`config.mk`:
```
export PLATFORM = sky130hd
export DESIGN_NAME = spi_master_param
export DESIGN_NICKNAME = d
export VERILOG_FILES = /design/src/rtl/spi_pkg.sv /design/src/rtl/spi_clkgen.sv /design/src/rtl/spi_master_param.sv
export SDC_FILE = /design/constraint.sdc
export NUM_CORES = 1
export LEC_CHECK = 0
export CAP_MARGIN = 20
export CORE_MARGIN = 1
export CORE_UTILIZATION = 56
export CTS_CLUSTER_DIAMETER = 40
export DETAILED_ROUTE_END_ITERATION = 12
export DONT_BUFFER_PORTS = 1
export PLACE_DENSITY_LB_ADDON = 0.12
export SETUP_SLACK_MARGIN = 0.3
export SYNTH_ARGS = -nofsm -noshare
export SYNTH_HDL_FRONTEND = slang
export SYNTH_SLANG_ARGS = --single-unit
```
`constraint.sdc`:
```
create_clock -name clk -period 2.1 [get_ports clk]
set_input_delay 0.105 -clock clk [delete_from_list [all_inputs] [get_ports clk]]
set_output_delay 0.105 -clock clk [all_outputs]
set_load 0.005 [all_outputs]
```
`src/rtl/spi_pkg.sv`:
```
// spi_pkg: shared FSM state encoding, SPI mode constants and sizing limits for spi_master_param.
package spi_pkg;
   typedef enum logic [1:0] {IDLE, XFER, TRAIL} state_t;
   typedef enum int {CPOL_LOW = 0, CPOL_HIGH = 1} cpol_e;
   typedef enum int {CPHA_LEAD = 0, CPHA_TRAIL = 1} cpha_e;
   localparam int SPI_DW_MAX = 32;
   function automatic int cnt_w(input int n);
      return (n > 1) ? $clog2(n) : 1;
   endfunction
endpackage

```
`src/rtl/spi_clkgen.sv`:
```
// spi_clkgen: CLK_DIV half-period divider, SCLK toggle register and toggle counter.
// The strobes are combinational and mark the clk edge on which SCLK toggles.
module spi_clkgen
   import spi_pkg::*;
#(
   parameter int DW = 12,
   parameter int CLK_DIV = 10,
   parameter int CPOL = 0
) (
   input  logic clk,
   input  logic rst,
   input  logic start,
   input  logic xfer,
   input  logic trail,
   output logic sclk,
   output logic lead_stb,
   output logic trail_stb,
   output logic last,
   output logic tc
);
   localparam int CW = cnt_w(CLK_DIV);
   localparam int TW = $clog2(2 * DW + 1);
   localparam logic IDLE_LVL = (CPOL != CPOL_LOW);
   logic [CW-1:0] cnt;
   logic [TW-1:0] tcnt;
   logic tog;
   // the divider keeps running through TRAIL so it also times the cs hold
   assign tc = (xfer || trail) && (cnt == CW'(CLK_DIV - 1));
   assign tog = xfer && tc;
   assign lead_stb = tog && !tcnt[0];
   assign trail_stb = tog && tcnt[0];
   assign last = tog && (tcnt == TW'(2 * DW - 1));
   always_ff @(posedge clk or posedge rst) begin
      if (rst) begin
         cnt <= '0;
         tcnt <= '0;
         sclk <= IDLE_LVL;
      end else if (start) begin
         cnt <= '0;
         tcnt <= '0;
         sclk <= IDLE_LVL;
      end else begin
         if (xfer || trail) cnt <= tc ? '0 : cnt + CW'(1);
         if (tog) begin
            sclk <= ~sclk;
            tcnt <= tcnt + TW'(1);
         end
      end
   end
endmodule

```
`src/rtl/spi_master_param.sv`:
```
// spi_master_param: parametrised full-duplex SPI master (DW, CLK_DIV, CPOL, CPHA), MSB first.
// Defining SPI_MASTER_LOOPBACK_EN adds input lpbk, which feeds the internal mosi into RX.
module spi_master_param
   import spi_pkg::*;
#(
   parameter int DW = 12,
   parameter int CLK_DIV = 10,
   parameter int CPOL = 0,
   parameter int CPHA = 0
) (
   input  logic          clk,
   input  logic          rst,
   input  logic          newd,
   input  logic [DW-1:0] din,
   input  logic          miso,
`ifdef SPI_MASTER_LOOPBACK_EN
   input  logic          lpbk,
`endif
   output logic          sclk,
   output logic          cs,
   output logic          mosi,
   output logic [DW-1:0] dout,
   output logic          busy,
   output logic          done
);
   localparam logic PHA = (CPHA == CPHA_TRAIL);
   state_t state, state_n;
   logic [DW-1:0] tx, tx_n, rx, rx_n, dout_n;
   logic cs_n, mosi_n, busy_n, done_n, start;
   logic lead_stb, trail_stb, last, tc, rx_bit, shift_stb, sample_stb;
`ifdef SPI_MASTER_LOOPBACK_EN
   assign rx_bit = lpbk ? mosi : miso;
`else
   assign rx_bit = miso;
`endif
   // mode 0/2 launches the first bit at acceptance, so the final trailing edge must not shift
   assign shift_stb = PHA ? lead_stb : (trail_stb && !last);
   assign sample_stb = PHA ? trail_stb : lead_stb;
   spi_clkgen #(
      .DW(DW),
      .CLK_DIV(CLK_DIV),
      .CPOL(CPOL)
   ) u_clkgen (
      .clk(clk),
      .rst(rst),
      .start(start),
      .xfer(state == XFER),
      .trail(state == TRAIL),
      .sclk(sclk),
      .lead_stb(lead_stb),
      .trail_stb(trail_stb),
      .last(last),
      .tc(tc)
   );
   always_ff @(posedge clk or posedge rst) begin
      if (rst) begin
         state <= IDLE;
         cs <= 1'b1;
         mosi <= 1'b0;
         busy <= 1'b0;
         done <= 1'b0;
         dout <= '0;
         tx <= '0;
         rx <= '0;
      end else begin
         state <= state_n;
         cs <= cs_n;
         mosi <= mosi_n;
         busy <= busy_n;
         done <= done_n;
         dout <= dout_n;
         tx <= tx_n;
         rx <= rx_n;
      end
   end
   always_comb begin
      state_n = state;
      cs_n = cs;
      mosi_n = mosi;
      busy_n = busy;
      done_n = 1'b0;
      dout_n = dout;
      tx_n = tx;
      rx_n = rx;
      start = 1'b0;
      case (state)
         IDLE: if (newd) begin
            state_n = XFER;
            start = 1'b1;
            cs_n = 1'b0;
            busy_n = 1'b1;
            rx_n = '0;
            tx_n = PHA ? din : {din[DW-2:0], 1'b0};
            mosi_n = PHA ? 1'b0 : din[DW-1];
         end
         XFER: begin
            if (shift_stb) begin
               mosi_n = tx[DW-1];
               tx_n = {tx[DW-2:0], 1'b0};
            end
            if (sample_stb) rx_n = {rx[DW-2:0], rx_bit};
            if (last) state_n = TRAIL;
         end
         TRAIL: if (tc) begin
            state_n = IDLE;
            cs_n = 1'b1;
            mosi_n = 1'b0;
            busy_n = 1'b0;
            done_n = 1'b1;
            dout_n = rx;
         end
         default: state_n = IDLE;
      endcase
   end
endmodule

```
Yosys cells after proc, flatten, opt, wreduce, memory -nomap -nowiden
Index checks and enable logic that the tools add are counted.
Cells by class
  $add $sub $neg: 2
  multiply operators: 0
  div/mod/pow operators: 0
  $lt $le $gt $ge: 0
  equal/unequal tests: 9
  shift-type cells: 0
  mux-type cells: 30
  bitwise logic cells: 1
  reduce and logical (&&, ||, !) cells: 21
Operators by type and width (count)
  $mux 12: 4
  $pmux 12 s2: 2
  $mux 1: 12
  $mux 4: 3
  $reduce_and 3->1: 4
  $mux 5: 2
  $ne 2x2->1 const B: 5
  $reduce_bool 2->1: 4
  $logic_and 1x1->1: 6
  $mux 2: 3
  $pmux 2 s3: 1
  $add 5x1->5 const B: 1
  $eq 5x5->1 const B: 1
  $add 4x1->4 const B: 1
  $eq 4x4->1 const B: 1
  $pmux 1 s2: 2
  $reduce_and 4->1: 1
  $pmux 1 s3: 1
  $reduce_bool 3->1: 1
  $eq 2x1->1 const B: 1
  $eq 2x2->1 const B: 1
  $logic_not 1->1: 2
  $logic_not 2->1: 1
  $reduce_and 2->1: 1
  2 further kinds: 2
Word-level totals
  flip-flop bits (word level): 52
  latch bits: 0
  bits in writable memories: 0
  ROM bits: 0
  bits of input ports: 16
  logic and storage cells: 74
  memories kept: 0

Logic depth before layout (Yosys ltp)
Gate-level depths: netlist of the first run.
  depth in word-level cells: 9
  mapped depth: 9
  gate-level depth less buffers: 6

Modules after synthesis
Synthesis of the first run repeated with hierarchy kept, for this count alone.
Second synthesis, totals
  cells, all modules: 232
  area total of the unflattened synthesis: 2453.6 um^2
By module, submodules not included
  spi_master_param: instances 1, cells an instance 173, area each 1890.6 um^2, sequential area each 1027.2 um^2
  spi_clkgen: instances 1, cells an instance 59, area each 563.0 um^2, sequential area each 250.2 um^2

Worst setup path after synthesis of the first run
OpenSTA, ideal clock, no wires.
  kind: reg-to-reg
  start: reg state[0]
  end: reg tx[11]
  library setup time: 126 ps
  arrival: 1859 ps
  data required time: 1974 ps
  path slack: 115 ps
  stages on the path, launching flop included: 10
  cells stage by stage: dfrtp_1 inv_1 ha_1 buf_6 and4b_1 buf_6 nand4_4 nor2b_4 buf_6 a221o_1
Between the ends
  longest elaborated chain between the ends: 9
RTL lines
  from (decl): line spi_master_param.sv:27  | state_t state, state_n;
  from (signal assigned): line spi_master_param.sv:66  | state <= state_n;
  $eq 2x1->1 / $eq 2x2->1 (equally long branches): line spi_master_param.sv:47, spi_master_param.sv:86, spi_master_param.sv:48
  $logic_or 1x1->1: line spi_clkgen.sv:28  | assign tc = (xfer || trail) && (cnt == CW'(CLK_DIV - 1));
  $logic_and 1x1->1: line spi_clkgen.sv:28
  $logic_and 1x1->1: line spi_clkgen.sv:29  | assign tog = xfer && tc;
  $logic_and 1x1->1: line spi_clkgen.sv:32  | assign last = tog && (tcnt == TW'(2 * DW - 1));
  $logic_not 1->1: line spi_master_param.sv:37  | assign shift_stb = PHA ? lead_stb : (trail_stb && !last);
  $logic_and 1x1->1: line spi_master_param.sv:37
  $ne 2x2->1 (no source line)
  $reduce_and 3->1 (no source line)
  to (signal assigned): line spi_master_param.sv:72  | tx <= tx_n;
  to (decl): line spi_master_param.sv:28  | logic [DW-1:0] tx, tx_n, rx, rx_n, dout_n;
Several ways; a longest one is shown, not always the timed one.
A chain may end at the register's enable or synchronous reset.

Worst setup path in the final report of the first run
  start: reg state[0]
  end: reg mosi
Between the ends
  longest elaborated chain between the ends: 9
RTL lines
  $eq 2x1->1 / $eq 2x2->1 (equally long branches): line spi_master_param.sv:47, spi_master_param.sv:86, spi_master_param.sv:48
  $logic_or 1x1->1: line spi_clkgen.sv:28
  $logic_and 1x1->1: line spi_clkgen.sv:28
  $logic_and 1x1->1: line spi_clkgen.sv:29
  $logic_and 1x1->1: line spi_clkgen.sv:32
  $logic_not 1->1: line spi_master_param.sv:37
  $logic_and 1x1->1: line spi_master_param.sv:37
  $ne 2x2->1 (no source line)
  $reduce_and 4->1 (no source line)
  to (signal assigned): line spi_master_param.sv:68  | mosi <= mosi_n;
  to (decl): line spi_master_param.sv:21  | output logic mosi,
Several ways; a longest one is shown, not always the timed one.

==> results.json, run 1 <==
{
  "outcome": "complete, no violations",
  "vias": 1873,
  "synth.net_count": 250,
  "crit_required_ns": 2.29,
  "place_congestion": 0.829,
  "dominant_cells_by_area_after_synthesis": "sky130_fd_sc_hd__dfrtp_1 (49%), sky130_fd_sc_hd__mux2_2 (7.0%), sky130_fd_sc_hd__nor2b_1 (5.1%)",
  "post_synth_inst_count": 226,
  "place_hpwl_mm": 3.49,
  "layout-area-overhead-vs-synth_pct": 19.2,
  "post_drt_via_cell_ratio": 6.18,
  "finalCritPeriodShare_pct": 90.9,
  "sequential_cell_area_fraction_in_the_yosys_report_pct": 49.8,
  "grt_overflow_total": 0,
  "slew_headroom_pct": 68.6,
  "final_layout_size_suffix_gt1_share_pct": 35.5,
  "drc": 0,
  "diodes": 0,
  "dieArea_mm2": 0.00485,
  "reported_max_cap_violation_count": 0,
  "die_x_um": 69.7,
  "leakagePower_nw": 1.44,
  "grt_antenna_before_repair": 0,
  "worst-slew-pin-transition_ns": 0.470,
  "final_util_pct": 69.7,
  "timing.final.crit_period_ns": 1.91,
  "totalNegativeSetupSlack_ns": 0,
  "h_tree_level_count": 2,
  "synthDominantAreaCellType": "sky130_fd_sc_hd__dfrtp_1",
  "ys_dominant_reg_cell": "sky130_fd_sc_hd__dfrtp_1",
  "netlist-cell-type-count": 40,
  "cts_tree": "done",
  "cp.arrival_ns": 2.10,
  "slew_violations": 0,
  "fin_nets": 274,
  "vdd_ir_drop_max_mv": 0.710,
  "cts.clk_slew.worst_paths_ns": 0.09,
  "cellPowerDensity_mw_per_mm2": 1120,
  "hp-class": "input pin to flop",
  "io_buffers": 0,
  "insertion_delay_ns": 0.31,
  "clock_skew_ns": 0.00686,
  "clock-sinks": 51,
  "rsz0062_at_grt": "true",
  "routed_wirelength_mm": 5.89,
  "cts_root_buf": "sky130_fd_sc_hd__clkbuf_8",
  "detail_route.iter0.violations": 84,
  "die_h_um": 69.7,
  "crit_path_end_kind": "flop",
  "crit_fanout": 4,
  "timing.final.setup_violations": 0,
  "yosysWarnings": 0,
  "netlist.area_leader.share_pct": 48.8,
  "yosys-top-cells-count": "sky130_fd_sc_hd__dfrtp_1 (50), sky130_fd_sc_hd__nor2b_1 (21), sky130_fd_sc_hd__mux2_2 (16)",
  "floorplan.initialDensity_pct": 58.5,
  "cts.path.max_buffers": 2,
  "fmax_mhz": 524,
  "mappedNetlistArea_mm2": 0.00256,
  "inserted_clock_buffers": 5,
  "post_synth_edffs": 0,
  "start_kind": "flop",
  "synth_most_common_cell": "sky130_fd_sc_hd__dfrtp_1",
  "pin_count_of_the_biggest_net_entering_global_routing": 24,
  "firstDrtPassIters": 4,
  "count_of_state_elements_after_synthesis": 51,
  "global_route_wire_length_before_repair_mm": 9.05,
  "core_region_area_mm2": 0.00438,
  "rows": 24,
  "post_drt_wl_per_cell_um": 19.4,
  "criticalPathCategory": "flop to flop",
  "n_fill_cell": 302,
  "num_io_pins": 33,
  "final_hold_violation_count": 0,
  "overall_routing_resource_usage_pct": 23.6,
  "ys_async_sr_fraction_pct": 100,
  "syn-mean-instance-area_um2": 11.3,
  "grt_pass1_vias": 1862,
  "number_of_nets_with_antenna_violations_after_detailed_routing": 0
}
==> logic make-up (layout without fill, tap and decap cells) <==
group,after synthesis,count (layout),synth area share (%)
and+or+nand+nor,73,74,17.6
DFF,51,51,49.8
AOI/OAI and AO/OA,49,50,14.5
buffers and inverters,22,45,4.73
muxes,17,17,7.42
adders and majority gates,8,8,3.90
xor gates and xnor gates,6,6,2.05
==> layer usage <==
layer | vias to the layer above | GRT usage [%] | routed length [µm]
met4 | 0 | 5.33 | 98
met5 | - | 0 | 0
met3 | 12 | 6.40 | 300
met1 | 948 | 28.9 | 2550
met2 | 54 | 41.5 | 2940
li1 | 859 | - | -
==> path summary, 6_finish.rpt <==
kind | start | to | slack, ns | cells after the start
worst max register to register | state[0] | mosi | 0.19 | 7
worst min register to register | rx[11] | rx[11] | 0.52 | 1
worst max-delay path | state[0] | mosi | 0.19 | 7
worst min-delay path | newd | cs | 0.01 | 2
min in group asynchronous | rst | dout[7] | 0.26 | 2
max in group asynchronous | rst | cs | 1.18 | 3
==> power breakdown <==
part	leakage (nW)	switching (mW)	internal (mW)
Sequential	0.678	0.151	1.15
Clock	0.0385	0.314	0.236
Combinational	0.722	0.802	0.759
==> per-stage QoR <==
step	cells	hold slack [ns]	power, mW	setup WS, ns	cell area [µm²]
4_1_cts	291	0.00449	3.21	0.257	2840
3_5_place_dp	272	0.0284	2.50	0.00681	2610
5_1_grt	303	0.0203	3.60	0.152	3060
6_report	303	0.00950	3.41	0.192	3060
3_3_place_gp	272	0.0186	2.42	0.140	2610
2_1_floorplan	226	0.338	2.29	0.185	2580
==> cells in the final DEF (no fill, tap or decap), types with 3 or more instances in the layout <==
master / count
sky130_fd_sc_hd__o21ai_0: 7
sky130_fd_sc_hd__inv_1: 4
sky130_fd_sc_hd__mux2_2: 8
sky130_fd_sc_hd__nor2b_4: 3
sky130_fd_sc_hd__nand4_1: 12
sky130_fd_sc_hd__a221o_1: 9
sky130_fd_sc_hd__nor2b_1: 20
sky130_fd_sc_hd__xor2_1: 6
sky130_fd_sc_hd__nand3_1: 3
sky130_fd_sc_hd__a21oi_1: 13
sky130_fd_sc_hd__dfrtp_1: 49
sky130_fd_sc_hd__nand2_1: 6
sky130_fd_sc_hd__ha_1: 6
sky130_fd_sc_hd__a21bo_2: 12
sky130_fd_sc_hd__buf_6: 7
sky130_fd_sc_hd__nor2_1: 9
sky130_fd_sc_hd__buf_4: 18
sky130_fd_sc_hd__inv_2: 3
sky130_fd_sc_hd__mux2_4: 8
sky130_fd_sc_hd__clkbuf_8: 5
==> area by class of cell <==
class                   count  area, µm²  area share [%]
clock inverters             1       7.51           0.246
flip-flops and latches     51       1280            41.9
multi-input cells         155       1330            43.4
clock buffers               7       76.3            2.50
repair inverters            1       11.3           0.369
inverters                   8       37.5            1.23
repair buffers             28        254            8.31
well taps                  52       65.1            2.13
==> critical path, stage by stage, from the launching register on <==
cell and delay [ns]:
sky130_fd_sc_hd__dfrtp_1 0.40, sky130_fd_sc_hd__inv_2 0.08, sky130_fd_sc_hd__ha_4 0.28, sky130_fd_sc_hd__nand4b_1 0.13, sky130_fd_sc_hd__buf_4 0.17, sky130_fd_sc_hd__a211o_1 0.27
sky130_fd_sc_hd__a21oi_2 0.16, sky130_fd_sc_hd__mux2_4 0.31
==> what timing repair did <==
action | 4_1_cts | 5_1_grt
buffers inserted | 8 | 9
cloned | 1 | 3
endpoints found under the setup margin | 42 | 40
hold buffers | 2 | 0
gates resized for setup | 15 | 28
hold endpoints to repair | 22 | 0
pin swaps | 4 | 13
==> state kept, by name, indices dropped and copies added (netlist names) <==
signal,count
dout,12
done,1
busy,1
cs,1
rx,12
u_clkgen.sclk,1
state,2
tx,11
u_clkgen.cnt,4
mosi,1
u_clkgen.tcnt,5
(Power assumes the default switching activity.)
==> run 2: changes to the inputs <==
--- a/config.mk
+++ b/config.mk
@@ -12,7 +12,8 @@
 export DETAILED_ROUTE_END_ITERATION = 12
 export DONT_BUFFER_PORTS = 1
 export PLACE_DENSITY_LB_ADDON = 0.12
-export SETUP_SLACK_MARGIN = 0.3
+export SLEW_MARGIN = 10
 export SYNTH_ARGS = -nofsm -noshare
 export SYNTH_HDL_FRONTEND = slang
+export SYNTH_HIERARCHICAL = 1
 export SYNTH_SLANG_ARGS = --single-unit
==> run 2 against run 1 <==
Utilization shrank 2.4 points. Routed wire length shrank 25%. Fmax shrank 6.5%. Via count shrank 11%. Global-route usage shrank 1.4 points. Combinational power shrank 4%. First-iteration DRC count grew 33%. Highest routed layer unchanged.
==> results.json, run 2 <==
{
  "mappedNetlistArea_mm2": 0.00245,
  "syn-mean-instance-area_um2": 10.6,
  "global_route_wire_length_before_repair_mm": 7.59,
  "final_cell_count_no_fill": 299,
  "synth.net_count": 257,
  "criticalPathCategory": "flop to flop",
  "leakagePower_nw": 1.28,
  "firstDrtPassIters": 4,
  "ys_async_sr_fraction_pct": 100,
  "crit_fanout": 11,
  "overall_routing_resource_usage_pct": 22.2,
  "post_dp_cell_area_mm2": 0.00258,
  "total_power_mw": 3.54,
  "synth_most_common_cell": "sky130_fd_sc_hd__dfrtp_1",
  "start_kind": "flop",
  "clock_skew_ns": 0.00636,
  "ys_dominant_reg_cell": "sky130_fd_sc_hd__dfrtp_1",
  "final_layout_size_suffix_gt1_share_pct": 23.3,
  "clock_power_share_pct": 20.6,
  "yosys-top-cells-count": "sky130_fd_sc_hd__dfrtp_1 (50), sky130_fd_sc_hd__nand2_1 (36), sky130_fd_sc_hd__nor2_1 (21)",
  "yosys.area_share.adder_pct": 4.59,
  "cellPowerDensity_mw_per_mm2": 1280,
  "netlist-cell-type-count": 38,
  "outcome": "complete, no violations",
  "pin_count_of_the_biggest_net_entering_global_routing": 42,
  "cts_tree": "done",
  "yosysWarnings": 6,
  "inserted_clock_buffers": 5,
  "cts.clk_slew.worst_paths_ns": 0.09,
  "timing.final.setup_violations": 0,
  "hp-class": "input pin to flop",
  "post_drt_wl_per_cell_um": 14.8,
  "netlist.area_leader.share_pct": 51.0,
  "post_synth_xor_area_fraction_pct": 0.714,
  "grt_antenna_before_repair": 0,
  "post_synth_mux_area_share_pct": 10.5,
  "number_of_nets_with_antenna_violations_after_detailed_routing": 0,
  "final_cell_mix": "sky130_fd_sc_hd__dfrtp_1 (50), sky130_fd_sc_hd__nand2_1 (36), sky130_fd_sc_hd__nor2_1 (20)",
  "rsz0062_at_grt": "true",
  "finalCritPeriodShare_pct": 97.2,
  "fin_nets": 273,
  "post_synth_edffs": 0,
  "fmax_mhz": 490,
  "slew_violations": 0,
  "placed_cells": 285,
  "r2r-start": "u_clkgen/cnt[1]",
  "post_drt_via_cell_ratio": 5.57,
  "final_cell_area_mm2": 0.00277,
  "io_buffers": 0,
  "die_h_um": 68.2,
  "floorplan.initialDensity_pct": 59.6,
  "insertion_delay_ns": 0.31,
  "die_x_um": 68.2,
  "place_hpwl_mm": 3.08,
  "final_hold_violation_count": 0,
  "slew_headroom_pct": 63.3,
  "worstReg2RegEnd": "tx[3]",
  "dominant_cells_by_area_after_synthesis": "sky130_fd_sc_hd__dfrtp_1 (51%), sky130_fd_sc_hd__mux2_2 (6.0%), sky130_fd_sc_hd__nand2_1 (5.5%)",
  "synthDominantAreaCellType": "sky130_fd_sc_hd__dfrtp_1",
  "crit_start": "u_clkgen/cnt[1]",
  "switching_share_pct": 38.1,
  "switchingPower_mw": 1.35,
  "hold_ws_ns": 0.00978,
  "routed_wirelength_mm": 4.44,
  "top_regs": "dout x12, rx x12, tx x11",
  "synth_top_family_by_area": "simple AND/OR/NAND/NOR gates",
  "count_of_state_elements_after_synthesis": 51,
  "grt_overflow_total": 0,
  "cts.path.max_buffers": 2,
  "worst-slew-pin-transition_ns": 0.548,
  "final_util_pct": 67.3,
  "crit_required_ns": 2.34,
  "internal_dissipation_mw": 2.19,
  "timing.critical_path.to": "tx[3]",
  "worstRegToRegCells": 10,
  "core_region_area_mm2": 0.00412,
  "fraction_of_the_mapped_netlist_area_in_compound_gates_pct": 12.0,
  "crit_path_end_kind": "flop",
  "sequential_cell_area_fraction_in_the_yosys_report_pct": 52.1,
  "post_synthesis_share_of_cell_area_spent_on_and_or_nand_and_nor_gates_pct": 16.3,
  "totalNegativeSetupSlack_ns": 0,
  "final_critical_path_setup_slack_ns": 0.0594,
  "reported_max_cap_violation_count": 0,
  "diodes": 0,
  "pwr-share-seq_pct": 37.3,
  "grt_pass1_vias": 1696,
  "post_synth_inst_count": 232,
  "placement.setup.worst_slack_ns": -0.00294,
  "cts_root_buf": "sky130_fd_sc_hd__clkbuf_8",
  "dieArea_mm2": 0.00465,
  "num_io_pins": 33,
  "vdd_ir_drop_max_mv": 0.954,
  "worst-r2r-setup-slack_ns": 0.06,
  "timing.hold.worst.start": "din[1]",
  "part_of_the_total_power_dissipated_in_combinational_logic_pct": 42.1,
  "rows": 23,
  "layout-area-overhead-vs-synth_pct": 12.9,
  "detail_route.iter0.violations": 112,
  "mostFrequentLayoutCell": "sky130_fd_sc_hd__dfrtp_1",
  "h_tree_level_count": 2,
  "place_congestion": 0.809,
  "cp.arrival_ns": 2.28,
  "timing.final.crit_period_ns": 2.04,
  "clock-sinks": 51,
  "vias": 1665,
  "drc": 0,
  "timing.hold.worst_path_depth": 2
}
## run 2: cell types whose count changed in the layout (fill, tap and decap cells not counted), sizes merged, moves of 11 or more
cell / before / now
nand4: 13 / 0
nor2: 10 / 21
buf: 26 / 15
nand2: 8 / 36
nor2b: 23 / 4
a21bo: 12 / 0
## run 2: critical path, cell delays in order, from the launching register on
cell and delay [ns]:
sky130_fd_sc_hd__dfrtp_1 0.35, sky130_fd_sc_hd__inv_1 0.05, sky130_fd_sc_hd__ha_2 0.17, sky130_fd_sc_hd__and3b_2 0.22, sky130_fd_sc_hd__and3_4 0.19, sky130_fd_sc_hd__and4b_1 0.19
sky130_fd_sc_hd__nand2b_4 0.16, sky130_fd_sc_hd__a211oi_4 0.29, sky130_fd_sc_hd__buf_6 0.18, sky130_fd_sc_hd__nor2_1 0.06, sky130_fd_sc_hd__a21oi_2 0.10
## run 2: timing repair
item	CTS	global route
setup endpoints to repair	11	23
hold buffers	3	1
pin swaps	1	2
gates resized for setup	2	7
endpoints found under the hold margin	52	1
setup buffers	2	1
gates cloned	1	0
## run 2: worst min path at each step
| stage | endpoint | slack, ns |
|---|---|---|
| floorplan | u_clkgen/cnt[0] | -0.05 |
| global placement | u_clkgen/cnt[2] | -0.009 |
| detailed placement | u_clkgen/cnt[3] | -0.0009 |
| CTS | busy | 0.0003 |
| global route | tx[7] | 0.01 |
| finish | tx[2] | 0.01 |
## run 2: cell type report
| cell class | instances | area [µm²] |
|---|---|---|
| clock inverter | 2 | 38.8 |
| fill | 332 | 1350 |
| clock buffer | 6 | 82.6 |
| multi-input combinational | 162 | 1100 |
| timing repair buffer | 19 | 173 |
| tap | 50 | 62.6 |
| inverter | 9 | 33.8 |
| sequential | 51 | 1280 |
## run 2: power by group through the flow
stage | Combinational, mW | Clock [mW] | Sequential, mW
global route | 1.67 | 0.784 | 1.35
detailed placement | 1.43 | 0 | 1.34
floorplan | 1.12 | 0 | 1.32
global placement | 1.37 | 0 | 1.33
finish | 1.49 | 0.728 | 1.32
CTS | 1.61 | 0.743 | 1.32
## run 2: cell families after synthesis
logic type	count (synthesis)
AND/OR/NAND/NOR	81
flip-flops	51
AO/OA/AOI/OAI	46
multiplexers	24
buffers and inverters	19
adder cells (fa/ha/maj)	9
XOR/XNOR	2
## run 2: routing by layer
metal / up-vias / share of wire (%) / GRT usage [%] / wire length, µm
met5: - / 0 / 0 / 0
met4: 0 / 1.5 / 8.33 / 65
met3: 6 / 4.7 / 6.83 / 208
met2: 41 / 49 / 36.9 / 2160
met1: 802 / 45 / 26.8 / 2010
li1: 816 / - / - / -
==> run 3: changes to the inputs <==
--- a/config.mk
+++ b/config.mk
@@ -7,7 +7,7 @@
 export LEC_CHECK = 0
 export CAP_MARGIN = 20
 export CORE_MARGIN = 1
-export CORE_UTILIZATION = 56
+export CORE_UTILIZATION = 40
 export CTS_CLUSTER_DIAMETER = 40
 export DETAILED_ROUTE_END_ITERATION = 12
 export DONT_BUFFER_PORTS = 1
==> constraint.sdc (replaced) <==
create_clock -name clk -period 1.8 [get_ports clk]
set_input_delay 0.09 -clock clk [delete_from_list [all_inputs] [get_ports clk]]
set_output_delay 0.09 -clock clk [all_outputs]
set_load 0.005 [all_outputs]
==> run 3 against run 2 <==
Critical path depth unchanged. Sequential share of layout area down 7.5 points. Worst setup slack worse by 0.27 ns. The flow now finishes with violations (setup timing). Non-clock buffer count up 38. Utilization down 11 points. Register-to-register slack worse by 0.27 ns. Total power up 41%. Largest power group unchanged. Final area up 19%. Largest cell class unchanged.
==> results.json, run 3 (synthesis results as in run 2) <==
{
  "worst-slew-pin-transition_ns": 0.666,
  "leakagePower_nw": 1.52,
  "totalNegativeSetupSlack_ns": -2.22,
  "clock-sinks": 51,
  "firstDrtPassIters": 4,
  "number_of_nets_with_antenna_violations_after_detailed_routing": 0,
  "rows": 28,
  "die_h_um": 80.3,
  "diodes": 0,
  "cellPowerDensity_mw_per_mm2": 1510,
  "switchingPower_mw": 1.87,
  "fin_nets": 311,
  "critical_path_cell_by_cell": "inv_1 > ha_2 > and3b_2 > and3_4 > and4b_1 > nand2b_4 > a211oi_4 > buf_4 > clkbuf_16 > a21oi_2",
  "n_fill_cell": 520,
  "io_buffers": 0,
  "part_of_the_total_power_dissipated_in_combinational_logic_pct": 55.3,
  "cp.arrival_ns": 2.21,
  "outcome": "finished, violations left",
  "grt_overflow_total": 0,
  "routed_wirelength_mm": 5.26,
  "final_cell_area_mm2": 0.00331,
  "fmax_mhz": 497,
  "timing.final.setup_violations": 15,
  "slew_headroom_pct": 55.3,
  "total_power_mw": 4.98,
  "mostFrequentLayoutCell": "sky130_fd_sc_hd__dfrtp_1",
  "slowest_delay_ns": 0.36,
  "overall_routing_resource_usage_pct": 16.0,
  "final_layout_size_suffix_gt1_share_pct": 36.9,
  "cts.clk_slew.worst_paths_ns": 0.09,
  "vdd_ir_drop_max_mv": 0.746,
  "insertion_delay_ns": 0.31,
  "pwr-share-seq_pct": 30.5,
  "die_x_um": 80.3,
  "floorplan.initialDensity_pct": 41.4,
  "cts_tree": "done",
  "final_hold_violation_count": 0,
  "timing.critical_path.slowest_stage_cell": "sky130_fd_sc_hd__dfrtp_1",
  "layout-area-overhead-vs-synth_pct": 34.8,
  "place_hpwl_mm": 3.23,
  "rsz0062_at_grt": "true",
  "criticalPathCategory": "flop to flop",
  "finalCritPeriodShare_pct": 112,
  "core_region_area_mm2": 0.00592,
  "drc": 0,
  "grt_pass1_vias": 1687,
  "hold_ws_ns": 0.0693,
  "cts_root_buf": "sky130_fd_sc_hd__clkbuf_8",
  "slew_violations": 0,
  "detail_route.iter0.violations": 93,
  "vias": 1834,
  "hp-class": "input pin to flop",
  "crit_fanout": 6,
  "grt_antenna_before_repair": 0,
  "place_congestion": 0.766,
  "final_cell_count_no_fill": 362,
  "timing.final.crit_period_ns": 2.01,
  "final_util_pct": 55.9,
  "placed_cells": 325,
  "reported_max_cap_violation_count": 0,
  "final_critical_path_setup_slack_ns": -0.212,
  "crit_path_end_kind": "flop",
  "post_dp_cell_area_mm2": 0.00274,
  "internal_dissipation_mw": 3.12,
  "num_io_pins": 33,
  "post_drt_wl_per_cell_um": 14.5,
  "inserted_clock_buffers": 5,
  "cts.path.max_buffers": 2,
  "violations": "setup timing",
  "placement.setup.worst_slack_ns": -0.149,
  "clock_skew_ns": 0.00824,
  "switching_share_pct": 37.4,
  "crit_required_ns": 2.00,
  "top_regs": "dout x12, rx x12, tx x11",
  "post_drt_via_cell_ratio": 5.07,
  "pin_count_of_the_biggest_net_entering_global_routing": 25,
  "dieArea_mm2": 0.00645,
  "clock_power_share_pct": 14.1,
  "final_cell_mix": "sky130_fd_sc_hd__dfrtp_1 (50), sky130_fd_sc_hd__nand2_1 (30), sky130_fd_sc_hd__buf_4 (30)",
  "h_tree_level_count": 2,
  "global_route_wire_length_before_repair_mm": 7.81,
  "start_kind": "flop"
}
==> run 3: cell count changes in the layout (fill, tap and decap cells not counted), moves of 3 or more <==
cell / delta
sky130_fd_sc_hd__a21oi_1: -3
sky130_fd_sc_hd__buf_6: +3
sky130_fd_sc_hd__a21oi_2: +3
sky130_fd_sc_hd__nand2_1: -6
sky130_fd_sc_hd__dlygate4sd3_1: +10
sky130_fd_sc_hd__o21ai_1: +9
sky130_fd_sc_hd__buf_4: +18
sky130_fd_sc_hd__clkbuf_16: +5
sky130_fd_sc_hd__o21ai_0: -10
sky130_fd_sc_hd__nand2_2: +5
==> run 3: final timing paths <==
kind                                  from                to  slack (ns)  cells after the start
max in group asynchronous              rst                cs        0.90                      3
max reg2reg                u_clkgen/cnt[1]            tx[11]       -0.21                     10
min reg2reg                         rx[11]            rx[11]        0.50                      2
min                                   newd  u_clkgen/tcnt[3]        0.07                      2
max                        u_clkgen/cnt[1]            tx[11]       -0.21                     10
min in group asynchronous              rst  u_clkgen/tcnt[1]        0.23                      2
==> run 3: metal layers <==
| metal | vias up | wire (µm) | global-route usage [%] |
|---|---|---|---|
| li1 | 887 | - | - |
| met1 | 908 | 2550 | 21.7 |
| met2 | 34 | 2490 | 24.7 |
| met3 | 5 | 181 | 4.89 |
| met4 | 0 | 48 | 4.46 |
| met5 | - | 0 | 0 |
==> run 3: final cells by class <==
cell class | count | area [µm²] | area share, %
repair buffers | 57 | 607 | 18.4
well taps | 75 | 93.8 | 2.84
multi-input cells | 162 | 1200 | 36.2
flip-flops and latches | 51 | 1280 | 38.6
clock buffers | 6 | 82.6 | 2.50
inverters | 9 | 33.8 | 1.02
clock inverters | 2 | 13.8 | 0.416
==> run 3: power by group through the flow <==
stage	combinational, mW	clock [mW]	sequential, mW
2_1_floorplan	1.33	0	1.54
3_3_place_gp	1.89	0	1.54
3_5_place_dp	1.92	0	1.54
4_1_cts	1.97	0.741	1.52
5_1_grt	3.00	0.766	1.55
6_report	2.76	0.705	1.52
==> run 3: critical path, delay by kind of cell (launching register included) <==
kind | cells | cell delay (ns)
buf+inv | 3 | 0.38
flops | 1 | 0.36
compound gates | 2 | 0.29
simple gates | 4 | 0.70
fa+ha+maj | 1 | 0.18
==> run 3: repair_timing <==
item	in CTS	in global routing
setup endpoints to repair	24	40
pin swaps	0	8
hold buffers	14	0
hold endpoints to repair	40	0
resized for setup	2	38
gates cloned	0	7
buffers inserted	0	8
